<file path="src/rtl/imem_uart_loader_pkg.sv">
// Shared processor definitions: ALU opcodes plus the instruction-memory loader
// state encoding and constants.
package imem_uart_loader_pkg;
  localparam int INSTR_W = 32;
  localparam logic [INSTR_W-1:0] END_WORD_DEFAULT = 32'hFFFF_FFFF;

  typedef enum logic [3:0] {
    ALU_ADD, ALU_SUB, ALU_AND, ALU_OR, ALU_XOR,
    ALU_SLL, ALU_SRL, ALU_SRA, ALU_SLT, ALU_SLTU
  } alu_op_t;

  typedef enum logic [2:0] {
    LD_IDLE, LD_RECV, LD_WRITE, LD_DONE, LD_ERROR
  } ld_state_t;
endpackage

</file>
<file path="src/rtl/imem_uart_loader.sv">
// Assembles UART bytes into little-endian instruction words and writes them to
// instruction memory from word 0 until the halt sentinel or the memory fills.
module imem_uart_loader
  import imem_uart_loader_pkg::*;
#(
  parameter int                 IMEM_DEPTH = 64,
  parameter logic [INSTR_W-1:0] END_WORD   = END_WORD_DEFAULT
) (
  input  logic                          clk,
  input  logic                          reset,
  input  logic                          start,
  input  logic [7:0]                    rx_data,
  input  logic                          rx_valid,
  output logic                          imem_wr_en,
  output logic [31:0]                   imem_addr,
  output logic [INSTR_W-1:0]            imem_wr_data,
  output logic                          busy,
  output logic                          done,
  output logic                          overflow,
  output logic [$clog2(IMEM_DEPTH):0]   word_count
);
  localparam int IDX_W = $clog2(IMEM_DEPTH);

  ld_state_t        state, state_nxt;
  logic [1:0]       byte_idx, byte_idx_nxt;
  logic [IDX_W-1:0] word_idx, word_idx_nxt;
  logic [3:0][7:0]  asm_q;
  logic [3:0]       lane_en;
  logic             clr, wc_inc, issue;

  always_comb begin
    state_nxt    = state;
    byte_idx_nxt = byte_idx;
    word_idx_nxt = word_idx;
    lane_en      = '0;
    clr          = 1'b0;
    wc_inc       = 1'b0;
    issue        = 1'b0;
    case (state)
      LD_RECV: begin
        if (start) begin
          clr       = 1'b1;
          state_nxt = LD_RECV;
        end else if (rx_valid) begin
          lane_en[byte_idx] = 1'b1;
          byte_idx_nxt      = byte_idx + 2'd1;
          if (byte_idx == 2'd3) begin
            issue     = 1'b1;
            state_nxt = LD_WRITE;
          end
        end
      end
      LD_WRITE: begin
        wc_inc = 1'b1;
        if (start) begin
          clr       = 1'b1;
          state_nxt = LD_RECV;
        end else if (imem_wr_data == END_WORD) begin
          state_nxt = LD_DONE;
        end else if (word_idx == IDX_W'(IMEM_DEPTH - 1)) begin
          state_nxt = LD_ERROR;
        end else begin
          state_nxt    = LD_RECV;
          word_idx_nxt = word_idx + 1'b1;
          // byte landing in the write cycle starts the next word
          if (rx_valid) begin
            lane_en[0]   = 1'b1;
            byte_idx_nxt = 2'd1;
          end
        end
      end
      default: begin
        if (start) begin
          clr       = 1'b1;
          state_nxt = LD_RECV;
        end
      end
    endcase
  end

  always_ff @(posedge clk) begin
    if (reset) begin
      state      <= LD_IDLE;
      byte_idx   <= '0;
      word_idx   <= '0;
      word_count <= '0;
    end else begin
      state      <= state_nxt;
      byte_idx   <= clr ? 2'd0 : byte_idx_nxt;
      word_idx   <= clr ? '0 : word_idx_nxt;
      if (clr)         word_count <= '0;
      else if (wc_inc) word_count <= word_count + 1'b1;
    end
  end

  for (genvar i = 0; i < 4; i++) begin : g_lane
    always_ff @(posedge clk) begin
      if (reset)           asm_q[i] <= '0;
      else if (lane_en[i]) asm_q[i] <= rx_data;
    end
  end

  // Output word is latched as the last byte arrives so it is stable through WRITE
  always_ff @(posedge clk) begin
    if (reset) begin
      imem_addr    <= '0;
      imem_wr_data <= '0;
    end else if (issue) begin
      imem_addr    <= {{(30 - IDX_W){1'b0}}, word_idx, 2'b00};
      imem_wr_data <= {rx_data, asm_q[2], asm_q[1], asm_q[0]};
    end
  end

  assign imem_wr_en = (state == LD_WRITE);
  assign busy       = (state == LD_RECV) || (state == LD_WRITE);
  assign done       = (state == LD_DONE);
  assign overflow   = (state == LD_ERROR);
endmodule

</file>
<file path="config.mk">
export PLATFORM = sky130hd
export DESIGN_NAME = imem_uart_loader
export DESIGN_NICKNAME = d
export VERILOG_FILES = /design/src/rtl/imem_uart_loader_pkg.sv /design/src/rtl/imem_uart_loader.sv
export SDC_FILE = /design/constraint.sdc
export NUM_CORES = 1
export LEC_CHECK = 0
export ABC_CLOCK_PERIOD_IN_PS = 2000
export CAP_MARGIN = 20
export CORE_MARGIN = 3
export CORE_UTILIZATION = 34
export CTS_CLUSTER_DIAMETER = 150
export DETAILED_ROUTE_END_ITERATION = 10
export PLACE_DENSITY = 0.71
export RECOVER_POWER = 25
export SYNTH_ARGS = -nofsm -noshare
export SYNTH_HDL_FRONTEND = slang
export SYNTH_SLANG_ARGS = --single-unit
</file>
<file path="constraint.sdc">
create_clock -name clk -period 2 [get_ports clk]
set_input_delay 0.4 -clock clk [delete_from_list [all_inputs] [get_ports clk]]
set_output_delay 0.4 -clock clk [all_outputs]
set_load 0.01 [all_outputs]
</file>
== Word-level counts from Yosys, hierarchy flattened ==
Index checks and enable logic that the tools add are counted.

* Output and inout port bits: 75
* Input port bits: 12
* Logic and storage cells: 71
* Flip-flop bits (word level): 80

* Reduce and logical (&&, ||, !) cells: 8
* Add/subtract/negate cells: 3
* $lt $le $gt $ge: 2
* Eq/ne operators: 15
* Bitwise logic cells: 3
* Multiplexer cells: 31

{| class="wikitable"
|+ Operator list
! operator !! count
|-
| 32-bit == test (second input constant) || 1
|-
| 3-bit two-way mux || 9
|-
| 2-bit two-way mux || 7
|-
| 2-bit != test (second input constant) || 6
|-
| 1-bit two-way mux || 11
|-
| 7-bit by 1-bit adder with 7-bit output (second input constant) || 1
|-
| 7-bit AND reduction || 1
|-
| 6-bit by 1-bit adder with 6-bit output (second input constant) || 1
|-
| 3-bit by 2-bit == test with 1-bit output (second input constant) || 2
|-
| 6-bit == test (second input constant) || 1
|-
| 3-bit != test (second input constant) || 2
|-
| 3-bit one-hot mux with 2 select lines || 1
|-
| 2-bit one-hot mux with 2 select lines || 1
|-
| 4-bit AND reduction || 1
|-
| 3-bit by 1-bit == test with 1-bit output (second input constant) || 1
|-
| 3-bit == test (second input constant) || 1
|-
| 2-bit by 3-bit < comparator with 1-bit output (second input constant) || 1
|-
| 1-bit inverter || 3
|-
| 3-bit AND reduction || 1
|-
| 3-bit nonzero test || 1
|-
| 2-bit by 1-bit adder with 2-bit output (second input constant) || 1
|-
| 1-bit demux with 2-bit select || 1
|-
| 2-bit == test (second input constant) || 1
|-
| 2-bit by 1-bit >= comparator with 1-bit output (second input constant) || 1
|-
| other kinds (5) || 5
|}

== Logic depth before layout (Yosys ltp) ==
* Depth in word-level cells: 7
* Gate-level depth with buffers: 8
* Depth with buffers taken out: 5

== Worst setup path before layout ==
No wires, ideal clock.

* Path kind: reg2reg
* Start: reg imem_wr_data[15]
* End: reg asm_q[0] (netlist bit)
* Slack: 0.312 ns
* Arrival time: 1.616 ns
* Library setup time: 0.072 ns
* Required time: 1.928 ns
* Period minus slack after synthesis: 1.688 ns
* Cell stages (with the launch flop): 6
* Cell sequence: dfxtp_1 -> nand4_1 -> nor4_2 -> a21boi_4 -> a32oi_4 -> mux2i_1

* Cells in the longest elaborated chain, start to end: 4

{| class="wikitable"
|+ RTL lines
! what !! RTL line !! text
|-
| start: declaration || imem_uart_loader.sv:16 || <nowiki>output logic [INSTR_W-1:0] imem_wr_data,</nowiki>
|-
| start signal: assignment || imem_uart_loader.sv:110 || <nowiki>imem_wr_data <= {rx_data, asm_q[2], asm_q[1], asm_q[0]};</nowiki>
|-
| 32-bit == test || imem_uart_loader.sv:58 || <nowiki>end else if (imem_wr_data == END_WORD) begin</nowiki>
|-
| 1-bit two-way mux || imem_uart_loader.sv:58 ||
|-
| 1-bit two-way mux || imem_uart_loader.sv:55 || <nowiki>if (start) begin</nowiki>
|-
| 1-bit one-hot mux with 2 select lines || imem_uart_loader.sv:39 || <nowiki>case (state)</nowiki>
|-
| end signal: indexed assignment || imem_uart_loader.sv:99 || <nowiki>else if (lane_en[i]) asm_q[i] <= rx_data;</nowiki>
|-
| end: declaration || imem_uart_loader.sv:27 || <nowiki>logic [3:0][7:0] asm_q;</nowiki>
|}

Every way passes these cells.
A chain may end at the register's enable or synchronous reset.

== Final worst setup path ==
* Start: reg state[2]
* End: out done

* Cells in the longest elaborated chain, start to end: 1

{| class="wikitable"
|+ RTL lines
! what !! RTL line !! text
|-
| start: declaration || imem_uart_loader.sv:24 || <nowiki>ld_state_t state, state_nxt;</nowiki>
|-
| start signal: assignment || imem_uart_loader.sv:88 || <nowiki>state <= state_nxt;</nowiki>
|-
| 3-bit by 2-bit == test with 1-bit output || imem_uart_loader.sv:116 || <nowiki>assign done = (state == LD_DONE);</nowiki>
|-
| end: declaration || imem_uart_loader.sv:18 || <nowiki>output logic done,</nowiki>
|}

Every way passes these cells.

==> flow_metrics.py <==
metrics = {
    "global_routing": {
        "first_global_vias": 2744,
        "grt_first_pass_wirelength_um": 13300,
        "grt_max_degree": 66,
        "grt_overflow_total": 0,
        "antenna_found_initial": 0,
        "grt_use_total": 0.146,
    },
    "final_layout": {
        "nets": 498,
        "fillers": 973,
        "final-seq-area_um2": 1610,
        "multiInputGateArea_um2": 1650,
        "drive_above_1_share": 0.0928,
        "utilization": 0.440,
        "syn_to_final_growth_pct": 25.2,
        "antennaDiodeCount": 0,
    },
    "critical_path": {
        "cp.buffers_inverters": 2,
        "timing.rr.start": "imem_wr_data[29]$_SDFFE_PP0P_",
        "crit_path_start_kind": "register",
        "endpoint_kind": "primary output",
        "required_ns": 1.60,
        "crit_type": "register to primary output",
        "max_stage_delay_ns": 0.54,
        "crit_fanout": 5,
        "r2r_slack_ns": 0.22,
        "cp_slowest_cell": "clkdlybuf4s50_1",
        "crit_chain": "inv_1, and3_2, clkdlybuf4s50_1",
        "worstRegToRegCells": 6,
        "path_delay_family": "buffers and inverters",
        "r2r-end": "byte_idx[1]$_SDFFE_PP0P_",
        "cp.arrival_ns": 1.51,
    },
    "placement": {
        "dpl.hpwl_um": 5980,
        "place_ws_ns": -0.0602,
        "gp_congestion": 0.809,
        "port_buffers": 60,
    },
    "pwr": {
        "switching_share": 0.249,
        "leakage_uw": 0.00158,
        "ir_worst_vdd_mv": 0.290,
        "p_int_uw": 2100,
        "seqPwrFrac": 0.574,
        "p_clk_frac": 0.374,
        "power_switching_uw": 696,
        "power_uw": 2800,
        "p_comb_frac": 0.052,
        "power_density_nw_per_um2": 644,
    },
    "hold_path": {
        "hold_end": "imem_wr_data[25]$_SDFFE_PP0P_",
        "hold_depth": 2,
        "worstHoldStart": "reset",
        "min_path_type": "input pin to register",
    },
    "sta": {
        "drv_slew": 0,
        "fin_crit_sh": 0.954,
        "tightest_slew_ns": 0.867,
        "setup_viol": 0,
        "setup_tns_ns": 0,
        "slew_headroom": 0.422,
        "rsz0062_at_grt": "false",
        "whs_ns": 0.365,
        "timing.fmax_mhz": 524,
        "min_period_ns": 1.91,
        "hold_violations": 0,
        "clock_skew_ns": 0.0102,
        "worst_slack_ns": 0.0916,
    },
    "drt": {
        "drtPass1Iterations": 4,
        "dr.first_iter.drc_count": 147,
        "postRouteAntennaNets": 0,
        "wl_per_cell_um": 13.6,
        "wl_um": 8380,
        "num_vias": 2979,
        "remaining_drc_errors": 0,
        "viasPerCell": 4.82,
    },
    "cts": {
        "htreeDepth": 3,
        "root_buffer": "clkbuf_8",
        "worstSkewPairLatency_ns": 0.36,
        "cts_tree": "yes",
        "clk_pin_slew_worst_paths_ns": 0.08,
        "cts_sinks": 80,
        "clockBufferDepth": 2,
        "cts-buffers-inserted": 9,
        "cts_setup_buffers": 0,
    },
    "synthesis": {
        "ys_types": 42,
        "yosys.area.top_type_share": 0.462,
        "yosysMostFrequentCell": "nand2_1",
        "syn_avg_cell_area_um2": 8.34,
        "ys_warn_count": 0,
        "yosys-top-cells-area": "dfxtp_1 (46%), nand2_1 (11%), a21oi_1 (8.7%), buf_4 (5.6%), nand2b_1 (2.9%)",
        "ys.flop_type": "dfxtp_1",
        "synth-edff-count": 0,
        "postSynthCellCount": 416,
        "async_flop_share": 0,
        "netlist_area_um2": 3470,
        "synthTopCellsByCount": "nand2_1 (105), dfxtp_1 (80), a21oi_1 (60)",
        "synth.largest_area_cell": "dfxtp_1",
        "ys_seq_area_frac": 0.462,
        "synth.ff_latch_count": 80,
    },
    "run_status": {
        "status": "completed",
    },
    "floorplanning": {
        "fp.dieH_um": 107,
        "die_area_um2": 11400,
        "io_pins": 87,
        "start_util": 0.352,
        "fp-row-count": 36,
        "fp.coreArea_um2": 9860,
        "fp.dieW_um": 107,
    },
    "run": {
        "maxCapViolations": 0,
    },
}
worst max-delay path by stage:
stage | startpoint | end | depth (start not counted)
after floorplan | imem_wr_data[15]$_SDFFE_PP0P_ | asm_q[0]$_SDFFE_PP0P_ | 5
after global placement | rx_valid | asm_q[20]$_SDFFE_PP0P_ | 7
after detailed placement | rx_valid | asm_q[16]$_SDFFE_PP0P_ | 7
after CTS | state[2]$_SDFFE_PP0P_ | done | 3
after global routing | state[2]$_SDFFE_PP0P_ | done | 3
final | state[2]$_SDFFE_PP0P_ | done | 3
worst reg2reg max path, cell delays in order, from the launching register on:
cell	delay (ns)
dfxtp_1	0.39
nand4_1	0.17
nor4_2	0.43
a21boi_4	0.12
buf_4	0.22
a311o_1	0.27
a21oi_1	0.12
placed cells by master, fill, tap and decap left out, types with 10 or more instances in the layout:
cell type,n
buf_4,13
nor2_1,13
nand4_1,10
nand2b_1,16
a21oi_1,60
dfxtp_1,77
clkdlybuf4s50_1,50
nand3_1,19
nand2_1,105
conb_1,26
repair_timing:
action,in CTS,in global routing
endpoints found under the setup margin,4,0
hold buffers,0,0
gates resized for setup,7,0
state kept, by name, summed over array words and instances, names as in the netlist:
signal / cells
imem_wr_data: 32
asm_q: 24
word_count: 7
imem_addr: 6
word_idx: 6
state: 3
byte_idx: 2
layer usage:
metal	up-vias	GRT usage	wire (um)
met4	0	0.0630	131
met3	12	0.0403	588
met2	107	0.222	3790
met1	1377	0.193	3870
li1	1483	-	-
met5	-	0	0
cell type report:
class	instances	area share
Multi-Input combinational cell	308	0.379
Sequential cell	80	0.370
Timing Repair Buffer	78	0.173
Tap cell	133	0.0383
Clock buffer	11	0.0303
Clock inverter	5	0.00778
Inverter	3	0.00259
cell families (layout without fill, tap and decap cells):
logic type / count (synthesis) / count (layout) / synth area share
AO/OA/AOI/OAI: 78 / 78 / 0.135
XOR/XNOR: 4 / 4 / 0.0101
adder cells (fa/ha/maj): 6 / 6 / 0.0216
buffers and inverters: 53 / 97 / 0.0909
flip-flops: 80 / 80 / 0.462
multiplexers: 9 / 9 / 0.0260
other: 1 / 26 / 0.00108
AND/OR/NAND/NOR: 185 / 185 / 0.253
through the flow:
step / cells / area [um2]
2_1_floorplan: 441 / 3560
3_5_place_dp: 602 / 4180
6_report: 618 / 4340
5_1_grt: 618 / 4340
4_1_cts: 618 / 4350
3_3_place_gp: 602 / 4180
power by group through the flow:
stage	Clock, uW	Combinational, uW	Sequential, uW
after floorplan	0	119	1640
after global placement	0	143	1640
after detailed placement	0	146	1640
after CTS	1060	145	1600
after global routing	1110	159	1610
final	1050	145	1600
No activity file was read; power rests on OpenSTA's default activity.
